**src/rtl/alu_op_sequencer.sv**
```systemverilog
// Issues one instruction every 3 cycles to a combinational ALU: operands registered at accept,
// result captured one cycle later, written back the cycle after. instr_ready drops while busy or on a host write.
module alu_op_sequencer #(
  parameter int DATA_W = 4,
  parameter int NREG   = 4,
  localparam int AW    = $clog2(NREG)
) (
  input  logic              clk,
  input  logic              rst,
  input  logic              instr_valid,
  output logic              instr_ready,
  input  logic [2:0]        instr_op,
  input  logic [AW-1:0]     instr_rd,
  input  logic [AW-1:0]     instr_rs1,
  input  logic [AW-1:0]     instr_rs2,
  input  logic              instr_imm_en,
  input  logic [DATA_W-1:0] instr_imm,
  input  logic              host_we,
  input  logic [AW-1:0]     host_waddr,
  input  logic [DATA_W-1:0] host_wdata,
  input  logic [AW-1:0]     dbg_raddr,
  output logic [DATA_W-1:0] dbg_rdata,
  output logic [DATA_W-1:0] alu_a,
  output logic [DATA_W-1:0] alu_b,
  output logic [2:0]        alu_s,
  input  logic [DATA_W-1:0] alu_y,
  output logic              res_valid,
  output logic [DATA_W-1:0] res_data,
  output logic [AW-1:0]     res_rd,
  output logic              res_zero,
  output logic              busy,
  output logic [7:0]        instr_count
);

  typedef enum logic [1:0] {IDLE, EXEC, WB} state_t;

  state_t              state_q, state_d;
  logic [DATA_W-1:0]   regs_q [NREG];
  logic [DATA_W-1:0]   regs_d [NREG];
  logic [DATA_W-1:0]   alu_a_q, alu_a_d;
  logic [DATA_W-1:0]   alu_b_q, alu_b_d;
  logic [2:0]          alu_s_q, alu_s_d;
  logic [AW-1:0]       rd_q, rd_d;
  logic [DATA_W-1:0]   res_data_q, res_data_d;
  logic [AW-1:0]       res_rd_q, res_rd_d;
  logic                res_zero_q, res_zero_d;
  logic                res_valid_q, res_valid_d;
  logic [7:0]          count_q, count_d;

  // Host preload wins over a pending instruction, so ready is withheld during it.
  assign instr_ready = (state_q == IDLE) && !host_we && !rst;

  always_comb begin
    state_d     = state_q;
    regs_d      = regs_q;
    alu_a_d     = alu_a_q;
    alu_b_d     = alu_b_q;
    alu_s_d     = alu_s_q;
    rd_d        = rd_q;
    res_data_d  = res_data_q;
    res_rd_d    = res_rd_q;
    res_zero_d  = res_zero_q;
    res_valid_d = res_valid_q;
    count_d     = count_q;
    case (state_q)
      IDLE: begin
        if (host_we) begin
          regs_d[host_waddr] = host_wdata;
        end else if (instr_valid) begin
          alu_a_d = regs_q[instr_rs1];
          alu_b_d = instr_imm_en ? instr_imm : regs_q[instr_rs2];
          alu_s_d = instr_op;
          rd_d    = instr_rd;
          state_d = EXEC;
        end
      end
      EXEC: begin
        res_data_d  = alu_y;
        res_zero_d  = (alu_y == '0);
        res_rd_d    = rd_q;
        res_valid_d = 1'b1;
        state_d     = WB;
      end
      WB: begin
        regs_d[res_rd_q] = res_data_q;
        res_valid_d      = 1'b0;
        count_d          = count_q + 8'd1;
        state_d          = IDLE;
      end
      default: state_d = IDLE;
    endcase
  end

  always_ff @(posedge clk) begin
    if (rst) begin
      state_q     <= IDLE;
      for (int i = 0; i < NREG; i++) regs_q[i] <= '0;
      alu_a_q     <= '0;
      alu_b_q     <= '0;
      alu_s_q     <= '0;
      rd_q        <= '0;
      res_data_q  <= '0;
      res_rd_q    <= '0;
      res_zero_q  <= 1'b0;
      res_valid_q <= 1'b0;
      count_q     <= '0;
    end else begin
      state_q     <= state_d;
      regs_q      <= regs_d;
      alu_a_q     <= alu_a_d;
      alu_b_q     <= alu_b_d;
      alu_s_q     <= alu_s_d;
      rd_q        <= rd_d;
      res_data_q  <= res_data_d;
      res_rd_q    <= res_rd_d;
      res_zero_q  <= res_zero_d;
      res_valid_q <= res_valid_d;
      count_q     <= count_d;
    end
  end

  assign dbg_rdata   = regs_q[dbg_raddr];
  assign alu_a       = alu_a_q;
  assign alu_b       = alu_b_q;
  assign alu_s       = alu_s_q;
  assign res_valid   = res_valid_q;
  assign res_data    = res_data_q;
  assign res_rd      = res_rd_q;
  assign res_zero    = res_zero_q;
  assign busy        = (state_q != IDLE);
  assign instr_count = count_q;

endmodule

```
**config.mk**
```make
export PLATFORM = sky130hd
export DESIGN_NAME = alu_op_sequencer
export DESIGN_NICKNAME = d
export VERILOG_FILES = /design/src/rtl/alu_op_sequencer.sv
export SDC_FILE = /design/constraint.sdc
export NUM_CORES = 1
export LEC_CHECK = 0
export CORE_ASPECT_RATIO = 2
export CORE_MARGIN = 2
export CORE_UTILIZATION = 45
export CTS_CLUSTER_SIZE = 16
export DETAILED_ROUTE_END_ITERATION = 8
export PLACE_DENSITY = 0.76
export SYNTH_ARGS = -nofsm -noshare
export SYNTH_HDL_FRONTEND = slang
export SYNTH_SLANG_ARGS = --single-unit
```
**constraint.sdc**
```tcl
create_clock -name clk -period 1.9 [get_ports clk]
set_clock_uncertainty 0.15 [all_clocks]
set_input_delay 0.38 -clock clk [delete_from_list [all_inputs] [get_ports clk]]
set_output_delay 0.38 -clock clk [all_outputs]
set_load 0.1 [all_outputs]
```
---- Word level (Yosys, flattened, before mapping) ----
Index checks and enable logic that the tools add are counted.
word-level totals
  latch bits .............................. 0
  memory bits (read-only) ................. 0
  logic and storage cells ................. 69
  memories kept ........................... 0
  register bits after elaboration ......... 47
  memory bits (writable) .................. 0
operators by class
  eq/ne operators ......................... 5
  $mul .................................... 0
  multiplexer cells ....................... 22
  bitwise gates (word level) .............. 6
  divide/modulo/power cells ............... 0
  add/subtract/negate cells ............... 1
  reductions and logical operators ........ 14
  magnitude comparators ................... 7
  shift operators ......................... 0
operators with widths
  kind                   number
  $mux W4                9
  $bwmux W16             2
  $pmux W16 S2           1
  $bmux W4 S2            3
  $demux W4 S2           2
  $mux W16               1
  $ge A3 B3 Y1 const B   5
  $not A2 Y3             5
  $add A8 B1 Y8 const B  1
  $lt A3 B1 Y1 const B   2
  $ne A2 B2 Y1 const B   3
  $reduce_bool A2 Y1     3
  $logic_and A1 B1 Y1    4
  $logic_not A4 Y1       1
  $mux W2                2
  $pmux W2 S2            1
  $reduce_and A2 Y1      2
  $reduce_and A3 Y1      1
  $eq A2 B1 Y1 const B   1
  $eq A2 B2 Y1 const B   1
  $logic_not A1 Y1       2
  $logic_not A2 Y1       1
  $pmux W1 S2            1
  $not A1 Y1             1

---- Logic depth before layout (Yosys ltp) ----
Gate-level depths: netlist of run 1.
  depth after elaboration ................. 8
  mapped depth ............................ 7
  depth with buffers taken out ............ 5

---- Worst setup path before layout of run 1 ----
OpenSTA, ideal clock, no wires.
  path kind ............................... register -> output
  start point ............................. register state_q[1]
  end point ............................... output instr_ready
  arrival ................................. 3132 ps
  stages on the path, launching flop included .. 5
  data required time ...................... 1370 ps
  setup slack ............................. -1762 ps
  cell sequence ........................... dfxtp_1 > inv_1 > ha_1 > inv_1 > nor3_1
between the ends
  longest elaborated chain between the ends .. 3
RTL lines
  item                               line  source
  start: declaration                 37    state_t state_q, state_d;
  start signal: assignment           108   state_q <= state_d;
  $logic_not A2 Y1                   51    assign instr_ready = (state_q == IDLE) && !host_we && !rst;
  $logic_and A1 B1 Y1 (2 in series)  51
  end: declaration                   11    output logic instr_ready,
Every way passes these cells.

---- Final worst setup path of run 1 ----
  start point ............................. register state_q[1]
  end point ............................... register regs_q[7] (netlist bit)
between the ends
  longest elaborated chain between the ends .. 3
  elaborated cells between the ends (all ways) .. 6
  those cells by class .................... eq/ne: 2; mux: 1; reduce/logical: 3
RTL lines
  item                                                                        line  source
  $eq A2 B2 Y1 / $logic_not A2 Y1 (equally long branches)                     65    case (state_q)
  $reduce_bool A2 Y1 (no source line) / $ne A2 B2 Y1 (equally long branches)  -
  $reduce_and A2 Y1 (no source line)                                          -
  end signal: assignment                                                      109   regs_q <= regs_d;
  end: declaration                                                            38    logic [DATA_W-1:0] regs_q [NREG];
Parallel ways exist; a longest one is shown, timed or not.
A chain may end at the register's enable or synchronous reset.

==> flow_summary.json, run 1 <==
{
  "outcome": "finished, final reports clean",
  "worstPathCellList": "inv_2 > buf_4 > ha_1 > mux2_4 > o21ai_4 > mux2_2",
  "ys_seq_area_share_pct": 33.90,
  "reg2reg_depth": 6,
  "vias": 2517,
  "place_congestion": 0.8988,
  "post-route-util_pct": 68.13,
  "grt_antenna_before_repair": 0,
  "slowest_stage": "mux2_2",
  "rrSetupSlack_ns": 0.01,
  "min_to": "rd_q[0]",
  "startpoint": "state_q[1]",
  "hold_depth": 2,
  "cts_root_buffer": "clkbuf_16",
  "drive_gt1_share_pct": 32.40,
  "worstSkewPairLatency_ns": 0.29,
  "cts.sinks": 47,
  "syn2layout_area_growth_pct": 47.43,
  "die_x_um": 59.53,
  "finalCritPeriodShare_pct": 99.22,
  "tns_ns": 0,
  "synth_seq_cells": 47,
  "die-area_um2": 6850,
  "vias_per_cell": 5.979,
  "r2r-start": "state_q[1]",
  "setup_violations": 0,
  "wl_um": 7466,
  "dp_hpwl_um": 5534,
  "synth-edff-count": 0,
  "grt_pass1_vias": 2577,
  "grt_max_degree": 37,
  "num_rows": 40,
  "synth_cell_type_count": 43,
  "synth_nets": 323,
  "htreeDepth": 2,
  "place_ws_ns": -0.3745,
  "grt_util_all_layers_pct": 23.69,
  "core_area_um2": 6006,
  "port-buffer-count": 62,
  "cts.path.max_buffers": 2,
  "synth_warnings": 0,
  "worstMarginPinSlew_ns": 0.4402,
  "end_kind": "register",
  "io-pin-count": 63,
  "hold_class": "register to register",
  "final_nets": 393,
  "drcViolationCount": 0,
  "worst-setup-path-type": "register to register",
  "fin_cells": 421,
  "critPathRequiredTime_ns": 1.92,
  "drv_cap": 0,
  "wl_per_cell_um": 17.73,
  "ant_nets": 0,
  "cts_tree": "built",
  "start_util_pct": 46.21,
  "netlist_area_um2": 2775,
  "hold_start": "rd_q[0]",
  "irDropWorstVdd_v": 0.0004697,
  "synth_flop_cell": "dfxtp_1",
  "syn_inst": 287,
  "fmax_mhz": 530.4,
  "first_iter_violations": 133,
  "dr.pass1.iters": 4,
  "syn_avg_cell_area_um2": 9.670,
  "crit_fanout": 4,
  "max_stage_delay_ns": 0.37,
  "hold_viol": 0,
  "clk_pin_slew_ns": 0.06,
  "setup_ws_ns": 0.01474,
  "relSlewSlack_pct": 70.65,
  "grt_pass1_wl_um": 12350,
  "slew_violations": 0,
  "die_h_um": 115.1,
  "cp-start-kind": "register",
  "p_leak_nw": 1.553,
  "final.min_clock_period_ns": 1.885,
  "cts_buffers": 5,
  "powerDensity_nw_per_um2": 684.5,
  "grt_overflow": 0,
  "reg2reg_to": "regs_q[7]",
  "dp_cells": 411,
  "antenna-diode-count": 0,
  "async_flop_share_pct": 0,
  "crit_arrival_ns": 1.91
}
-- worst max-delay path, delay by kind of cell, from the launching register on --
kind	cells	cell delay, ns
muxes	2	0.72
DFF	1	0.36
buffers and inverters	2	0.21
adders and majority gates	1	0.21
AOI/OAI and AO/OA	1	0.11
-- power breakdown --
part / leakage, nW / switching [mW] / total [mW] / internal, mW
clock: 0.0868 / 0.364 / 1.02 / 0.654
sequential: 0.383 / 0.0441 / 1.06 / 1.02
combinational: 1.08 / 0.409 / 0.719 / 0.310
total: 1.55 / 0.817 / 2.80 / 1.98
-- worst max-delay path by stage --
stage,to,slack (ns),depth (start not counted)
after floorplan,instr_ready,-0.50,4
after global placement,dbg_rdata[1],-0.35,3
after detailed placement,dbg_rdata[1],-0.37,3
after CTS,dbg_rdata[1],0.002,3
after global routing,regs_q[10],-0.03,6
final,regs_q[7],0.01,6
-- stage by stage --
step,power [mW],hold WS [ns],instance area (µm²)
after floorplan,1.501,0.2860,2793
after global placement,1.773,0.3083,3877
after detailed placement,1.783,0.3057,3877
after CTS,2.812,0.3224,4079
after global routing,2.896,0.3633,4091
final,2.800,0.3234,4091
-- placed cells by master, fill, tap and decap left out, types with 3 or more instances in the layout --
| master | instances |
|---|---|
| buf_4 | 23 |
| nor2b_1 | 13 |
| nor4bb_1 | 4 |
| mux2i_1 | 13 |
| mux2_2 | 20 |
| clkbuf_16 | 5 |
| dfxtp_2 | 5 |
| nand4b_1 | 12 |
| ha_1 | 4 |
| clkdlybuf4s50_1 | 25 |
| a21oi_1 | 26 |
| or3_1 | 3 |
| nor3b_1 | 3 |
| buf_12 | 35 |
| nand4_1 | 6 |
| nor2_1 | 18 |
| xor2_1 | 3 |
| nand2b_1 | 6 |
| inv_2 | 3 |
| o21ai_0 | 3 |
| nand4bb_1 | 8 |
| dfxtp_1 | 42 |
| nor4b_1 | 3 |
| a222oi_1 | 4 |
| a211oi_1 | 5 |
| mux4_2 | 8 |
| nand2_1 | 21 |
| o21bai_1 | 4 |
| and3b_1 | 4 |
-- per-layer routing --
metal | part of all wire [%] | global-route usage [%]
met1 | 33 | 24.23
met2 | 56 | 40.44
met3 | 3.1 | 4.049
met4 | 7.4 | 18.96
met5 | 0 | 0
-- kinds of logic after synthesis --
kind of cell / count (synthesis) / share of synthesized area (%)
buffers and inverters: 29 / 5.635
muxes: 42 / 19.84
AOI/OAI and AO/OA: 47 / 10.78
xor gates and xnor gates: 4 / 1.263
and+or+nand+nor: 112 / 25.88
DFF: 47 / 33.90
adders and majority gates: 6 / 2.705
-- synth_stat cells (all sizes together) (5+ instances only) --
cell type,number,area [µm²]
dfxtp,47,940.9
a21oi,26,130.1
mux2,21,240.2
nand2,21,78.83
buf,20,121.4
nor2,18,67.56
mux2i,13,130.1
nor2b,13,81.33
nand4b,12,105.1
mux4,8,180.2
nand4bb,8,90.09
nand4,7,50.05
ha,6,75.07
nand2b,6,37.54
o21ai,6,41.29
a211oi,5,37.54
inv,5,18.77
-- repair_timing --
action                                  CTS  global route
hold buffers                              0             0
endpoints found under the setup margin    5            20
setup buffers                             2             0
pin swaps                                 1             1
resized for setup                        11             7
-- registers in the layout, summed over array words and instances, names as in the netlist --
| name | cells |
|---|---|
| regs_q | 16 |
| instr_count | 8 |
| res_data | 4 |
| alu_b | 4 |
| rd_q | 2 |
| res_rd | 2 |
| alu_s | 3 |
| res_valid | 1 |
| res_zero | 1 |
| alu_a | 4 |
| state_q | 2 |
-- layout make-up --
class	count	area [µm²]
clock inverters	2	35.03
multi-input cells	211	1725
clock buffers	6	138.9
inverters	5	18.77
fillers	464	1914
repair buffers	87	1147
flip-flops and latches	47	947.2
well taps	63	78.83
Note: power is estimated with default switching activity, not from simulation.
==> run 2, diff against run 1 <==
--- a/config.mk
+++ b/config.mk
@@ -5,6 +5,7 @@
 export SDC_FILE = /design/constraint.sdc
 export NUM_CORES = 1
 export LEC_CHECK = 0
+export CAP_MARGIN = 20
 export CORE_ASPECT_RATIO = 2
 export CORE_MARGIN = 2
 export CORE_UTILIZATION = 45
==> results of run 2 <==
Final layout, timing and power as in run 1 (identical DEF).
==> run 3, diff against run 2 <==
--- a/config.mk
+++ b/config.mk
@@ -12,6 +12,7 @@
 export CTS_CLUSTER_SIZE = 16
 export DETAILED_ROUTE_END_ITERATION = 8
 export PLACE_DENSITY = 0.76
+export SLEW_MARGIN = 20
 export SYNTH_ARGS = -nofsm -noshare
 export SYNTH_HDL_FRONTEND = slang
 export SYNTH_SLANG_ARGS = --single-unit
==> constraint.sdc (replaced) <==
create_clock -name clk -period 1.9 [get_ports clk]
set_clock_uncertainty 0.15 [all_clocks]
set_input_delay 0.38 -clock clk [delete_from_list [all_inputs] [get_ports clk]]
set_output_delay 0.38 -clock clk [all_outputs]
set_load 0.05 [all_outputs]
==> flow_summary.json, run 3 (synthesis results as in run 1) <==
{
  "outcome": "finished, final reports clean",
  "setup_violations": 0,
  "reg2reg_to": "regs_q[9]",
  "min_to": "alu_s[0]",
  "hold_depth": 2,
  "final_nets": 395,
  "sequentialPowerShare_pct": 41.4,
  "final_area_um2": 3844,
  "grt_util_all_layers_pct": 22.65,
  "start_util_pct": 46.21,
  "cts_buffers": 5,
  "critPathRequiredTime_ns": 1.37,
  "crit_fanout": 4,
  "hold_viol": 0,
  "vias_per_cell": 5.901,
  "first_iter_violations": 140,
  "top_register": "regs_q",
  "hold_class": "register to register",
  "syn2layout_area_growth_pct": 38.50,
  "core_area_um2": 6006,
  "p_sw_share_pct": 26.93,
  "postCtsHoldBufs": 0,
  "place_congestion": 0.8897,
  "clk_pin_slew_ns": 0.06,
  "cts_root_buffer": "clkbuf_16",
  "p_int_mw": 1.854,
  "dp_hpwl_um": 5634,
  "drive_gt1_share_pct": 31.67,
  "ant_nets": 0,
  "layout_common_cells": "47 x dfxtp_1, 44 x buf_4, 26 x a21oi_1, 26 x clkdlybuf4s50_1, 21 x nand2_1",
  "cts.sinks": 47,
  "cts_tree": "built",
  "drv_cap": 0,
  "drcViolationCount": 0,
  "htreeDepth": 2,
  "worstSkewPairLatency_ns": 0.29,
  "worstMarginPinSlew_ns": 0.4077,
  "antenna-diode-count": 0,
  "cts.path.max_buffers": 2,
  "slew_violations": 0,
  "tns_ns": 0,
  "crit_arrival_ns": 1.35,
  "p_leak_nw": 1.511,
  "r2r-start": "state_q[0]",
  "wl_um": 7295,
  "rsz0062_at_grt": "true",
  "grt_max_degree": 23,
  "hold_start": "alu_s[0]",
  "final_common_cell": "dfxtp_1",
  "dpl_cell_area_um2": 3613,
  "irDropWorstVdd_v": 0.0004249,
  "fmax_mhz": 531.9,
  "die_h_um": 115.1,
  "final.min_clock_period_ns": 1.880,
  "powerDensity_nw_per_um2": 660.2,
  "power_frac_comb_pct": 22.7,
  "wl_per_cell_um": 17.25,
  "largest_reg_flops": 16,
  "grt_pass1_wl_um": 11730,
  "end_kind": "primary output",
  "grt_overflow": 0,
  "post-cts-setup-buffers": 0,
  "rrSetupSlack_ns": 0.03,
  "worst-setup-path-type": "input port to primary output",
  "finalCritPeriodShare_pct": 98.95,
  "die_x_um": 59.53,
  "reg2reg_depth": 5,
  "num_rows": 40,
  "relSlewSlack_pct": 72.82,
  "vias": 2496,
  "clockPowerShare_pct": 35.9,
  "io-pin-count": 63,
  "power.switching_uw": 683.3,
  "die-area_um2": 6850,
  "grt_antenna_before_repair": 0,
  "port-buffer-count": 62,
  "grt_pass1_vias": 2527,
  "dr.pass1.iters": 5,
  "cp-start-kind": "input port"
}
run 3: layout make-up:
class	count	area [µm²]
Clock buffer	8	156.4
Fill cell	497	2162
Inverter	5	18.77
Multi-Input combinational cell	211	1745
Sequential cell	47	940.9
Tap cell	63	78.83
Timing Repair Buffer	89	903.4
run 3: how the worst max path moves through the flow:
stage	startpoint	depth (start not counted)	endpoint	slack [ns]
final	dbg_raddr[0]	3	dbg_rdata[0]	0.02
after global routing	state_q[0]	6	instr_count[7]	-0.03
after CTS	state_q[0]	7	regs_q[15]	0.005
after detailed placement	dbg_raddr[0]	3	dbg_rdata[3]	-0.38
after global placement	dbg_raddr[0]	3	dbg_rdata[3]	-0.38
after floorplan	rst	4	instr_ready	0.01
run 3: worst max-delay path, stage by stage:
cell             delay (ns)
clkdlybuf4s18_2        0.25
mux4_2                 0.51
buf_4                  0.20
run 3: routing by layer:
metal  track usage, %  share of wire (%)
met1            21.79                 34
met5                0                  0
met3            3.825                2.7
met2            42.78                 58
met4            12.74                4.5
run 3: power by group through the flow:
| stage | logic, mW | registers (mW) | clock network, mW |
|---|---|---|---|
| after floorplan | 0.256 | 1.14 | 0 |
| after global placement | 0.553 | 1.07 | 0 |
| after detailed placement | 0.557 | 1.07 | 0 |
| after CTS | 0.562 | 1.05 | 0.927 |
| after global routing | 0.615 | 1.06 | 0.959 |
| final | 0.575 | 1.05 | 0.910 |
run 3: stage by stage:
stage                     power (mW)  utilization, %  worst slack, ns  hold slack [ns]  cells
after floorplan                1.394               -          0.01498           0.2860    287
after global placement         1.624           60.17          -0.3768           0.2934    415
after global routing           2.630           64.00         -0.03059           0.3417    423
after detailed placement       1.629           60.17          -0.3766           0.3028    415
after CTS                      2.539           63.15         0.005289           0.3110    423
final                          2.538           64.00          0.02002           0.3076    423
run 3: timing repair:
action	4_1_cts	5_1_grt
setup endpoints to repair	14	21
pin swaps	0	1
resized for setup	10	12
